<file path="src/rtl/noc_rx_pkg.sv">
// Shared types for the NoC receive accumulator: default beat width, FSM states
// and the FIFO entry layout.
package noc_rx_pkg;

  localparam int NOC_DW_DEFAULT = 32;

  typedef enum logic {
    ACCUM = 1'b0,
    EMIT  = 1'b1
  } state_e;

  // Entry at the default beat width; the top re-declares it at its own NOC_DW.
  typedef struct packed {
    logic                     last;
    logic [NOC_DW_DEFAULT-1:0] data;
  } fifo_entry_t;

endpackage

</file>
<file path="src/rtl/noc_rx_if.sv">
// Beat-in / result-out bundle of the NoC receive accumulator.
// slave = accumulator side, master = adapter/consumer side.
interface noc_rx_if #(
  parameter int NOC_DW = 32,
  parameter int ACC_W  = 34,
  parameter int CNT_W  = 5
);
  logic [NOC_DW-1:0] s_tdata;
  logic              s_tvalid;
  logic              s_tlast;
  logic              s_tready;
  logic [ACC_W-1:0]  m_tdata;
  logic [CNT_W-1:0]  m_tcount;
  logic              m_tsat;
  logic              m_tvalid;
  logic              m_tready;

  modport slave (
    input  s_tdata, s_tvalid, s_tlast, m_tready,
    output s_tready, m_tdata, m_tcount, m_tsat, m_tvalid
  );

  modport master (
    output s_tdata, s_tvalid, s_tlast, m_tready,
    input  s_tready, m_tdata, m_tcount, m_tsat, m_tvalid
  );
endinterface

</file>
<file path="src/rtl/noc_rx_fifo.sv">
// Synchronous FIFO, DEPTH a power of 2; pointers carry an extra wrap bit so
// full and empty are distinguishable. Push when full / pop when empty are ignored.
module noc_rx_fifo #(
  parameter int DEPTH = 4,
  parameter int WIDTH = 33
) (
  input  logic             clk,
  input  logic             reset,
  input  logic             push,
  input  logic [WIDTH-1:0] din,
  input  logic             pop,
  output logic [WIDTH-1:0] dout,
  output logic             full,
  output logic             empty
);
  localparam int AW = $clog2(DEPTH);

  logic [WIDTH-1:0] mem_q [DEPTH];
  logic [AW:0]      wr_q, wr_d, rd_q, rd_d;
  logic             do_push, do_pop;

  assign full    = (wr_q[AW] != rd_q[AW]) && (wr_q[AW-1:0] == rd_q[AW-1:0]);
  assign empty   = (wr_q == rd_q);
  assign do_push = push && !full;
  assign do_pop  = pop && !empty;
  assign dout    = mem_q[rd_q[AW-1:0]];

  always_comb begin
    wr_d = wr_q;
    rd_d = rd_q;
    if (do_push) wr_d = wr_q + 1'b1;
    if (do_pop)  rd_d = rd_q + 1'b1;
  end

  always_ff @(posedge clk or negedge reset) begin
    if (!reset) begin
      wr_q <= '0;
      rd_q <= '0;
    end else begin
      wr_q <= wr_d;
      rd_q <= rd_d;
    end
  end

  // Storage needs no reset: the pointers alone define what is valid.
  always_ff @(posedge clk) begin
    if (do_push) mem_q[wr_q[AW-1:0]] <= din;
  end
endmodule

</file>
<file path="src/rtl/noc_rx_accumulator.sv">
// Buffers NoC beats and sums each packet (closed by tlast or MAX_BEATS beats)
// into one {sum, count} result. NOC_RX_ACC_SATURATE_EN selects clamping sums.
module noc_rx_accumulator
  import noc_rx_pkg::*;
#(
  parameter int NOC_DW     = NOC_DW_DEFAULT,
  parameter int ACC_W      = 34,
  parameter int FIFO_DEPTH = 4,
  parameter int MAX_BEATS  = 16
) (
  input  logic     clk,
  input  logic     reset,
  noc_rx_if.slave  bus
);
  localparam int CNT_W = $clog2(MAX_BEATS + 1);

  typedef struct packed {
    logic              last;
    logic [NOC_DW-1:0] data;
  } entry_t;

  entry_t           din, dout;
  logic             fifo_full, fifo_empty, pop;
  state_e           state_q, state_d;
  logic [ACC_W-1:0] sum_q, sum_d, nsum;
  logic [CNT_W-1:0] cnt_q, cnt_d, cnt_inc;
  logic [ACC_W-1:0] mdata_q, mdata_d;
  logic [CNT_W-1:0] mcnt_q, mcnt_d;

  always_comb begin
    din      = '0;
    din.last = bus.s_tlast;
    din.data = bus.s_tdata;
  end

  noc_rx_fifo #(.DEPTH(FIFO_DEPTH), .WIDTH($bits(entry_t))) u_fifo (
    .clk   (clk),
    .reset (reset),
    .push  (bus.s_tvalid),
    .din   (din),
    .pop   (pop),
    .dout  (dout),
    .full  (fifo_full),
    .empty (fifo_empty)
  );

  assign pop     = (state_q == ACCUM) && !fifo_empty;
  assign cnt_inc = cnt_q + 1'b1;

`ifdef NOC_RX_ACC_SATURATE_EN
  logic [ACC_W:0] add_full;
  logic           sat_q, sat_d, nsat, msat_q, msat_d;

  assign add_full = {1'b0, sum_q} + (ACC_W+1)'(dout.data);
  assign nsum     = add_full[ACC_W] ? '1 : add_full[ACC_W-1:0];
  assign nsat     = sat_q | add_full[ACC_W];
  assign bus.m_tsat = msat_q;
`else
  assign nsum       = sum_q + ACC_W'(dout.data);
  assign bus.m_tsat = 1'b0;
`endif

  always_comb begin
    state_d = state_q;
    sum_d   = sum_q;
    cnt_d   = cnt_q;
    mdata_d = mdata_q;
    mcnt_d  = mcnt_q;
`ifdef NOC_RX_ACC_SATURATE_EN
    sat_d   = sat_q;
    msat_d  = msat_q;
`endif
    case (state_q)
      ACCUM: begin
        if (pop) begin
          sum_d = nsum;
          cnt_d = cnt_inc;
`ifdef NOC_RX_ACC_SATURATE_EN
          sat_d = nsat;
`endif
          if (dout.last || cnt_inc == CNT_W'(MAX_BEATS)) begin
            mdata_d = nsum;
            mcnt_d  = cnt_inc;
`ifdef NOC_RX_ACC_SATURATE_EN
            msat_d  = nsat;
`endif
            state_d = EMIT;
          end
        end
      end
      EMIT: begin
        // Result registers keep their value after the handshake; only the
        // running accumulator is cleared for the next packet.
        if (bus.m_tready) begin
          sum_d   = '0;
          cnt_d   = '0;
`ifdef NOC_RX_ACC_SATURATE_EN
          sat_d   = 1'b0;
`endif
          state_d = ACCUM;
        end
      end
      default: state_d = ACCUM;
    endcase
  end

  always_ff @(posedge clk or negedge reset) begin
    if (!reset) begin
      state_q <= ACCUM;
      sum_q   <= '0;
      cnt_q   <= '0;
      mdata_q <= '0;
      mcnt_q  <= '0;
`ifdef NOC_RX_ACC_SATURATE_EN
      sat_q   <= 1'b0;
      msat_q  <= 1'b0;
`endif
    end else begin
      state_q <= state_d;
      sum_q   <= sum_d;
      cnt_q   <= cnt_d;
      mdata_q <= mdata_d;
      mcnt_q  <= mcnt_d;
`ifdef NOC_RX_ACC_SATURATE_EN
      sat_q   <= sat_d;
      msat_q  <= msat_d;
`endif
    end
  end

  assign bus.s_tready = !fifo_full;
  assign bus.m_tvalid = (state_q == EMIT);
  assign bus.m_tdata  = mdata_q;
  assign bus.m_tcount = mcnt_q;
endmodule

</file>
<file path="src/flat_wrapper.sv">
// flat-port wrapper written by rule: the top's interface ports become plain ports
module noc_rx_accumulator_flat import noc_rx_pkg::*;
#(
  parameter int NOC_DW     = NOC_DW_DEFAULT,
  parameter int ACC_W      = 34,
  parameter int FIFO_DEPTH = 4,
  parameter int MAX_BEATS  = 16
)
  (clk, reset, bus_s_tdata, bus_s_tvalid, bus_s_tlast, bus_m_tready, bus_s_tready, bus_m_tdata, bus_m_tcount, bus_m_tsat, bus_m_tvalid);
  noc_rx_if #(.NOC_DW(NOC_DW), .ACC_W(ACC_W), .CNT_W((5))) bus_i ();
  input  logic clk;
  input  logic reset;
  input wire logic [$bits(bus_i.s_tdata)-1:0] bus_s_tdata;
  input wire logic [$bits(bus_i.s_tvalid)-1:0] bus_s_tvalid;
  input wire logic [$bits(bus_i.s_tlast)-1:0] bus_s_tlast;
  input wire logic [$bits(bus_i.m_tready)-1:0] bus_m_tready;
  output wire logic [$bits(bus_i.s_tready)-1:0] bus_s_tready;
  output wire logic [$bits(bus_i.m_tdata)-1:0] bus_m_tdata;
  output wire logic [$bits(bus_i.m_tcount)-1:0] bus_m_tcount;
  output wire logic [$bits(bus_i.m_tsat)-1:0] bus_m_tsat;
  output wire logic [$bits(bus_i.m_tvalid)-1:0] bus_m_tvalid;
  assign bus_i.s_tdata = bus_s_tdata;
  assign bus_i.s_tvalid = bus_s_tvalid;
  assign bus_i.s_tlast = bus_s_tlast;
  assign bus_i.m_tready = bus_m_tready;
  assign bus_s_tready = bus_i.s_tready;
  assign bus_m_tdata = bus_i.m_tdata;
  assign bus_m_tcount = bus_i.m_tcount;
  assign bus_m_tsat = bus_i.m_tsat;
  assign bus_m_tvalid = bus_i.m_tvalid;
  noc_rx_accumulator #(.NOC_DW(NOC_DW), .ACC_W(ACC_W), .FIFO_DEPTH(FIFO_DEPTH), .MAX_BEATS(MAX_BEATS)) u_core (.clk(clk), .reset(reset), .bus(bus_i));
endmodule
</file>
<file path="config.mk">
export PLATFORM = sky130hd
export DESIGN_NAME = noc_rx_accumulator_flat
export DESIGN_NICKNAME = d
export VERILOG_FILES = /design/src/rtl/noc_rx_pkg.sv /design/src/rtl/noc_rx_if.sv /design/src/rtl/noc_rx_fifo.sv /design/src/rtl/noc_rx_accumulator.sv /design/src/flat_wrapper.sv
export SDC_FILE = /design/constraint.sdc
export NUM_CORES = 1
export LEC_CHECK = 0
export ABC_AREA = 1
export BUFFER_PORTS_ARGS = -buffer_cell sky130_fd_sc_hd__buf_2
export CAP_MARGIN = 40
export CORE_ASPECT_RATIO = 1.75
export CORE_MARGIN = 1
export CORE_UTILIZATION = 48
export DETAILED_ROUTE_END_ITERATION = 10
export PLACE_DENSITY_LB_ADDON = 0.15
export RECOVER_POWER = 100
export SLEW_MARGIN = 0
export SYNTH_ARGS = -nofsm -noshare
export SYNTH_HDL_FRONTEND = slang
export SYNTH_SLANG_ARGS = --single-unit
</file>
<file path="constraint.sdc">
create_clock -name clk -period 5 [get_ports clk]
set_input_delay 0 -clock clk [delete_from_list [all_inputs] [get_ports clk]]
set_output_delay 0 -clock clk [all_outputs]
set_load 0.02 [all_outputs]
</file>
Word-level counts from Yosys, hierarchy flattened --
Memories as Yosys holds them, arrays and structs flattened. Index checks and enable logic that the tools add are counted.
Storage, ports and cells: register bits 85, bits in writable memories 132, input port bits 37, output and inout port bits 42, memories 1
Cells by class: add/subtract/negate cells 4, equality and inequality tests 6, muxes and demuxes 12, bitwise gates (word level) 1, reductions and logical operators 9
Memories:
- u_core.u_fifo.mem_q | depth 4, bits a word 33, read ports 1, clocked after memory_dff 0, write ports 1, RTL line noc_rx_fifo.sv:18 | logic [WIDTH-1:0] mem_q [DEPTH];
Operator list (number):
- $mux W34 | 2
- $pmux W34 S2 | 1
- $add A34 B32 Y34 | 1
- $mux W5 | 2
- $pmux W5 S2 | 1
- $add A3 B1 Y3 const B | 2
- $add A5 B1 Y5 const B | 1
- $eq A5 B5 Y1 const B | 1
- $mux W1 | 5
- $logic_and A1 B1 Y1 | 4
- $ne A2 B2 Y1 const B | 2
- $eq A3 B3 Y1 | 1
- $reduce_and A3 Y1 | 1
- $eq A2 B2 Y1 | 1
- $logic_not A1 Y1 | 2
- $pmux W1 S2 | 1
- $reduce_and A2 Y1 | 1
- $logic_or A1 B1 Y1 | 1
- $ne A1 B1 Y1 | 1
- $not A1 Y1 | 1

Depth between registers and ports, before layout --
Gate-level depths: netlist (run 1).
depth after elaboration 6, mapped depth 19, depth with buffers taken out 17

Modules after synthesis --
A second synthesis (run 1) with hierarchy kept.
Second synthesis, totals: cell total of the unflattened synthesis 1139, area total of the unflattened synthesis 10543.9 µm²
Modules (own cells, without submodules):
- noc_rx_fifo | instances 1, cells an instance 380, area each 5315.1 µm², sequential area each 4113.9 µm²
- noc_rx_accumulator | instances 1, cells an instance 759, area each 5228.8 µm², sequential area each 1976.9 µm²

Worst setup path before layout (run 1) --
No wires, ideal clock.
path type reg-to-reg, start register u_core.u_fifo.rd_q[1], end memory u_core.u_fifo.mem_q[3][0] (enable), setup time 426 ps, arrival 2564 ps, data required time 4574 ps, setup slack 2011 ps, stages on the path, launching flop included 7, buffers on the path 1, period minus slack after synthesis 2989 ps, cell sequence dfrtp_1 buf_6 xor2_1 a21oi_2 nand2_1 nand2_1 nor2_1
On the way: word-level cells in the longest chain between the ends 6
RTL lines:
- start, declared | RTL line noc_rx_fifo.sv:19 | logic [AW:0] wr_q, wr_d, rd_q, rd_d;
- start signal, assigned | RTL line noc_rx_fifo.sv:41 | rd_q <= rd_d;
- $eq A2 B2 Y1 | RTL line noc_rx_fifo.sv:22 | assign full = (wr_q[AW] != rd_q[AW]) && (wr_q[AW-1:0] == rd_q[AW-1:0]);
- $logic_and A1 B1 Y1 | RTL line noc_rx_fifo.sv:22
- $logic_not A1 Y1
- via bus_s_tready | RTL line flat_wrapper.sv:17 | output wire logic [$bits(bus_i.s_tready)-1:0] bus_s_tready;
- $logic_and A1 B1 Y1 | RTL line noc_rx_fifo.sv:24 | assign do_push = push && !full;
- $mux W1 | RTL line noc_rx_fifo.sv:47 | if (do_push) mem_q[wr_q[AW-1:0]] <= din;
- $mux W1 (not written as such) | RTL line noc_rx_fifo.sv:47
- end, declared | RTL line noc_rx_fifo.sv:18
The timed path passes the listed nets, and every way through them passes these cells.

Worst setup path after layout (run 1) --
start register u_core.u_fifo.rd_q[0], end memory u_core.u_fifo.mem_q[2][30] (enable)
On the way: word-level cells in the longest chain between the ends 6
RTL lines (RTL line):
- $eq A2 B2 Y1 | noc_rx_fifo.sv:22
- $logic_and A1 B1 Y1 | noc_rx_fifo.sv:22
- $logic_not A1 Y1 | noc_rx_fifo.sv:24
- $logic_and A1 B1 Y1 | noc_rx_fifo.sv:24
- $mux W1 | noc_rx_fifo.sv:47
- $mux W1 (not written as such) | noc_rx_fifo.sv:47
Every way passes these cells.

==> summary.md, run 1 <==
| Metric | Value |
|---|---|
| Max Clock Skew | `0.0118 ns` |
| Layout cells sized above 1 | `3.76%` |
| WL final | `25100 µm` |
| Critical Path Source Type | `register` |
| Yosys reg bits | `217` |
| TNS Setup | `0 ns` |
| Max-Cap Viols | `4` |
| Required time of the critical path | `5.07 ns` |
| Rel. slew slack | `-87.9%` |
| Seq/Total Area, Yosys | `58.3%` |
| Max Clock Freq | `248 MHz` |
| Critical path peak fanout | `33` |
| Die Wd | `113 µm` |
| Pre-CTS setup slack | `1.22 ns` |
| Setup Buffers After CTS | `0` |
| Largest area contributor in the netlist | `edfxtp_1` |
| Inserted Diodes | `0` |
| Max Root-Sink Buffers | `3` |
| Starting DRT DRC Count | `390` |
| Syn_nets | `1196` |
| RSZ-0062 raised after global routing | `no` |
| Clock slew at reported path FFs | `0.07 ns` |
| Synth top area share | `38.0%` |
| Syn Inst Count | `1119` |
| Number of synthesized flops with an enable pin | `132` |
| Die height | `197 µm` |
| Worst slew pin tran | `2.82 ns` |
| DR pass1 iterations | `5` |
| Final worst slack | `0.964 ns` |
| WL/cell | `16.3 µm` |
| Asr flop ratio synth | `39.2%` |
| Final Slew Violations | `155` |
| Distinct cells, synth | `32` |
| Worst-skew pair later-pin latency | `0.50 ns` |
| Hold Slack | `-0.00141 ns` |
| Min-delay worst type | `input pin to register` |
| Top FF cell, synth | `edfxtp_1` |
| CTS Buf Count | `21` |
| Final setup viols | `0` |
| Vias in the first global route | `7815` |
| Post-DP HPWL | `17600 µm` |
| Clock sink total | `217` |
| Largest net degree at the start of global routing | `69` |
| First-pass GRT wire length | `40500 µm` |
| Average size of a mapped cell | `9.33 µm²` |
| CTS HTree Levels | `1` |
| # fillers | `2008` |
| Num rows | `71` |
| Synth cell count leaders | `nand2_1 (317), edfxtp_1 (132), nor2_1 (119)` |
| Via Count | `7874` |
| Hold Vio Cnt, Final | `1` |
| Core area | `21400 µm²` |
| I/O pin count | `79` |
| Crit path DAT | `4.10 ns` |
| Nets | `1312` |
| GRT Total Usage | `23.5%` |
| Total congestion overflow | `0` |
| Antenna-violating nets left | `0` |
| Synth warn | `0` |
| Crit Path Class | `register to register` |
| Top-count cell post-synth | `nand2_1` |
| I/O Buffers | `77` |
| CP Capture Type | `register` |
| Cell Area, Synth | `10400 µm²` |
| Antenna violations before repair | `0` |
| Die area | `22400 µm²` |
| CTS tree | `done` |
| Failing checks | `hold timing, capacitance limit, slew limit` |
| Status | `finished, violations left` |
| Synth area leaders | `edfxtp_1 (38%), dfrtp_1 (20%), nand2_1 (11%)` |
| DR vias/cell | `5.11` |
| DRC | `0` |
| Routability congestion estimate | `0.976` |
| Area delta synth->final | `14.7%` |
| Min Tclk post-route | `4.04 ns` |
| Clk root buf | `clkbuf_16` |
| Initial Util | `48.8%` |
| Fin crit share | `80.7%` |
## logic make-up (layout without fill, tap and decap cells)
logic type	after synthesis	count (layout)	share of synthesized area [%]
XOR/XNOR	23	23	1.93
other	1	1	0.0359
AO/OA/AOI/OAI	189	189	9.86
AND/OR/NAND/NOR	513	513	19.6
buffers and inverters	136	266	5.33
flip-flops	217	217	58.3
adder cells (fa/ha/maj)	40	40	4.87
## metal layers
metal / vias to the layer above / global-route usage (%) / routed length, µm / share of wire [%]
met4: 0 / 9.45 / 920 / 3.7
met1: 3707 / 28.9 / 10700 / 43
met3: 47 / 2.92 / 803 / 3.2
met5: - / 0 / 0 / 0
met2: 146 / 41.4 / 12700 / 51
li1: 3974 / - / - / -
## path summary, 6_finish.rpt
check                                              startpoint                                    to  slack [ns]  depth (start not counted)
min                                              bus_s_tvalid     u_core.u_fifo.wr_q[0]$_DFFE_PN0P_      -0.001                          3
max in group asynchronous                               reset          u_core.sum_q[24]$_DFFE_PN0P_        1.28                          4
min reg2reg                u_core.bus.m_tdata[31]$_DFFE_PN0P_    u_core.bus.m_tdata[31]$_DFFE_PN0P_        0.47                          2
max reg2reg                 u_core.u_fifo.rd_q[0]$_DFFE_PN0P_  u_core.u_fifo.mem_q[2][30]$_DFFE_PP_        0.96                          8
min in group asynchronous                               reset           u_core.cnt_q[2]$_DFFE_PN0P_        0.45                          3
max                         u_core.u_fifo.rd_q[0]$_DFFE_PN0P_  u_core.u_fifo.mem_q[2][30]$_DFFE_PP_        0.96                          8
## worst max-delay path, cell delays in order, from the launching register on
cell and delay, ns:
dfrtp_2 0.36, clkinv_1 0.55, clkbuf_1 0.46, nand2_1 0.13, a21oi_1 0.09, nand2_1 0.09, nand2_1 0.20, nor2_2 0.13
clkbuf_1 1.57
## stage by stage
stage | utilization (%) | instances | cell area, µm² | hold WS, ns
after detailed placement | 52.2 | 1468 | 11200 | -0.148
after CTS | 56.7 | 1541 | 12100 | 0.00408
after global placement | 52.0 | 1466 | 11100 | -0.151
final | 55.9 | 1541 | 12000 | -0.00141
after global routing | 55.9 | 1541 | 12000 | 0.0121
after floorplan | - | 1119 | 10400 | -0.296
## timing repair
action                                 4_1_cts  5_1_grt
endpoints found under the hold margin      168        0
hold buffers                                36        0
resized for setup                            0        0
## sequential cells by signal (all words and copies together) (netlist names)
name,count
u_core.u_fifo.mem_q,132
u_core.u_fifo.wr_q,3
u_core.bus.m_tdata,34
u_core.bus.m_tvalid,1
u_core.sum_q,34
u_core.u_fifo.rd_q,3
u_core.bus.m_tcount,5
u_core.cnt_q,5
## placed cells by master (no fill, tap or decap), drive strengths merged, types with 3 or more instances in the layout
cell type      n
dfrtp         85
nand2        318
nand4          5
xor2          17
clkinv         8
nand3b         5
edfxtp       132
nor3           8
dlygate4sd3   36
o22ai         33
clkbuf       112
o21ai        106
nor2         119
nand3         56
buf            9
inv           99
xnor2          6
ha            39
a22o           7
o21bai         3
a21oi         38
## cell type report
cell class                 count  area (µm²)  area share (%)
inverter                      99         372            3.10
timing repair buffer         130         742            6.20
clock buffer                  27         558            4.66
tap                          292         365            3.05
clock inverter                10        51.3           0.428
sequential                   217        6090            50.9
multi-input combinational    766        3800            31.7
Power of run 1 is not shown: default switching activity piles up to over one toggle a cycle in this logic, so the estimate is an artifact.
==> inputs of run 2 (changes only) <==
- ABC_AREA: 1 -> 0
- clock period: 5 -> 3.7 ns (I/O delays scaled with it)
==> summary.md, run 2 <==
| Metric | Value |
|---|---|
| CP Capture Type | `register` |
| I/O pin count | `79 (unchanged)` |
| Synth area leaders | `edfxtp_1 (40%), dfrtp_1 (21%), mux4_2 (7.3%)` |
| Worst-case reg-to-reg path depth | `11 (+3)` |
| Top FF cell, synth | `edfxtp_1` |
| Failing checks | `capacitance limit, slew limit` |
| Min-delay worst type | `input pin to register` |
| Num rows | `69 (-2.8%)` |
| Max-Cap Viols | `1 (-3)` |
| FF-to-FF Start | `u_core.u_fifo.rd_q[0]$_DFFE_PN0P_` |
| Max Root-Sink Buffers | `3 (unchanged)` |
| Routability congestion estimate | `0.902 (-7.6%)` |
| Crit path DAT | `3.97 ns (-0.13 ns)` |
| WL final | `22200 µm (-12%)` |
| Largest area contributor in the netlist | `edfxtp_1` |
| Worst-skew pair later-pin latency | `0.50 ns (about the same)` |
| Core area | `20300 µm² (-5.2%)` |
| Cell Area, Synth | `9910 µm² (-5.1%)` |
| WL/cell | `20.7 µm (+27%)` |
| Status | `finished, violations left` |
| Via Count | `6187 (-21%)` |
| Crit Path Class | `register to register` |
| Fin crit share | `97.1% (+16 points)` |
| Top-count cell post-synth | `edfxtp_1` |
| Clock slew at reported path FFs | `0.06 ns (about the same)` |
| Area delta synth->final | `17.9%` |
| Vias in the first global route | `6607 (-15%)` |
| Final Slew Violations | `50 (-68%)` |
| Clk root buf | `clkbuf_16` |
| Min Tclk post-route | `3.59 ns (-0.445 ns)` |
| Seq/Total Area, Yosys | `61.4% (+3.1 points)` |
| Post-synthesis xor/xnor area fraction | `3.53% (+1.6 points)` |
| Largest family of logic cells by synthesized area | `multiplexers` |
| First-pass GRT wire length | `35700 µm (-12%)` |
| Final worst slack | `0.109 ns (-0.855 ns)` |
| Critical Path Source Type | `register` |
| I/O Buffers | `77 (unchanged)` |
| GRT Total Usage | `21.6% (-1.9 points)` |
| Rel. slew slack | `-77.9% (+10 points)` |
| Critical path peak fanout | `5 (-85%)` |
| Inserted Diodes | `0 (unchanged)` |
| Die area | `21300 µm² (-5.0%)` |
| Max Clock Skew | `0.00984 ns (-0.00194 ns)` |
| CTS tree | `done` |
| Leading cell type in the layout, fill and taps excluded | `edfxtp_1` |
| HP Start | `bus_s_tlast` |
| Pre-CTS setup slack | `-0.157 ns (-1.38 ns)` |
| CTS Buf Count | `21 (unchanged)` |
| Synthesized-area fraction occupied by ao, oa, aoi and oai cells | `10.5% (+0.59 points)` |
| Die Wd | `111 µm (-2.5%)` |
| Final setup viols | `0 (unchanged)` |
| Initial Util | `48.9% (+0.092 points)` |
| Die height | `192 µm (-2.5%)` |
| Antenna-violating nets left | `0 (unchanged)` |
| DR vias/cell | `5.77 (+13%)` |
| Post-DP HPWL | `15200 µm (-14%)` |
| Synth warn | `0 (unchanged)` |
| Antenna violations before repair | `0 (unchanged)` |
| DR pass1 iterations | `4 (-1)` |
| Asr flop ratio synth | `39.2% (unchanged)` |
| RR Endpoint | `u_core.bus.m_tdata[32]$_DFFE_PN0P_` |
| Hold depth | `2 (-1)` |
| # fillers | `1637 (-18%)` |
| Distinct cells, synth | `64 (+100%)` |
| Starting DRT DRC Count | `306 (-22%)` |
| Synth top area share | `40.0% (+2.0 points)` |
| Nets | `889 (-32%)` |
| CTS HTree Levels | `1 (unchanged)` |
| Adder-Cell Fraction of Synth Area | `5.12% (+0.26 points)` |
| Average size of a mapped cell | `14.7 µm² (+57%)` |
| Max FFs per register | `132 (unchanged)` |
| Total congestion overflow | `0 (unchanged)` |
| Mux contribution to synthesized area | `11.4% (+11 points)` |
| RSZ-0062 raised after global routing | `yes` |
| Reg2reg setup slack | `0.11 ns (-0.86 ns)` |
| Synth cell count leaders | `edfxtp_1 (132), dfrtp_1 (85), a21oi_1 (39), ha_1 (39), nand2_1 (39)` |
| Number of synthesized flops with an enable pin | `132 (unchanged)` |
| Commonest non-fill, non-tap cells in the layout | `edfxtp_1 (132), dfrtp_1 (84), clkbuf_1 (81), nand2_1 (39), ha_1 (39)` |
| Hold endpoint | `u_core.u_fifo.mem_q[1][32]$_DFFE_PP_` |
| Layout cells sized above 1 | `17.6% (+14 points)` |
| Clock sink total | `217 (unchanged)` |
| Syn Inst Count | `675 (-40%)` |
| Syn_nets | `752 (-37%)` |
| Hold Vio Cnt, Final | `0 (-1)` |
| DRC | `0 (unchanged)` |
| Post-Synth Simple-Gate Area | `6.06% (-14 points)` |
| Yosys reg bits | `217 (unchanged)` |
| Worst slew pin tran | `2.67 ns (-0.151 ns)` |
| Required time of the critical path | `4.08 ns (-0.99 ns)` |
| CP startpoint | `u_core.u_fifo.rd_q[0]$_DFFE_PN0P_` |
| Largest net degree at the start of global routing | `50 (-28%)` |
| Max Clock Freq | `278 MHz (+12%)` |
[run 2: cell types whose count changed in the layout (fill, tap and decap cells not counted), sizes merged, moves of 33 or more]
cell / change
o22ai: -33
o21ai: -73
inv: -89
nand2: -279
nand3: -48
nor2: -95
[run 2: per-stage QoR]
| stage | cells | utilization, % | TNS, ns | hold slack, ns | instance area, µm² |
|---|---|---|---|---|---|
| CTS | 1072 | 58.1 | 0 | 0.0900 | 11800 |
| detailed placement | 998 | 52.8 | -0.303 | 0.0684 | 10700 |
| global placement | 998 | 52.8 | -0.247 | 0.0627 | 10700 |
| floorplan | 675 | - | 0 | -0.296 | 9910 |
| global route | 1072 | 57.6 | -0.0166 | 0.310 | 11700 |
| finish | 1072 | 57.6 | 0 | 0.301 | 11700 |
[run 2: what timing repair did]
action                                  4_1_cts  5_1_grt
endpoints found under the setup margin        2       14
pin swaps                                     0        1
gates resized for setup                       1        7
cloned                                        1        0
setup buffers                                 2        0
endpoints found under the hold margin       183        0
hold buffers                                 36        0
[run 2: final cells by class]
cell class	instances	area (µm²)	area share [%]
multi-input cells	419	3680	31.5
well taps	248	310	2.66
clock inverters	10	123	1.05
clock buffers	25	541	4.63
repair buffers	143	907	7.76
inverters	10	37.5	0.321
flip-flops and latches	217	6090	52.1
[run 2: how the worst max path moves through the flow]
stage,endpoint,slack [ns],depth (start not counted)
2_1_floorplan,u_core.bus.m_tdata[32]$_DFFE_PN0P_,0.09,12
3_3_place_gp,u_core.sum_q[31]$_DFFE_PN0P_,-0.13,11
3_5_place_dp,u_core.bus.m_tdata[31]$_DFFE_PN0P_,-0.16,11
4_1_cts,u_core.bus.m_tdata[31]$_DFFE_PN0P_,0.07,11
5_1_grt,u_core.bus.m_tdata[33]$_DFFE_PN0P_,-0.01,14
6_report,u_core.bus.m_tdata[32]$_DFFE_PN0P_,0.11,11
[run 2: per-layer routing]
layer  vias to the layer above  global-route usage, %  share of wire (%)
li1                       2870                      -                  -
met1                      3118                   26.0                 40
met2                       152                   38.8                 53
met3                        47                   2.71                3.7
met4                         0                   9.08                3.1
met5                         -                      0                  0
[run 2: logic make-up (layout without fill, tap and decap cells)]
kind of cell    count (synthesis)  in the layout
xor+xnor                       40             40
fa+ha+maj                      40             40
simple gates                  118            118
mux                            69             69
flops                         217            217
buf+inv                        39            188
compound gates                151            151
other cells                     1              1
[run 2: worst max-delay path, cell delays in order (launching register included)]
cell	delay [ns]
dfrtp_2	0.44
mux4_2	0.54
ha_1	0.23
fa_1	0.44
a211oi_1	0.32
o211ai_1	0.20
nand3_2	0.17
a21oi_2	0.10
a41o_1	0.27
a221o_1	0.36
xor2_1	0.15
mux2_4	0.25
Power of run 2 is left out for the same reason.
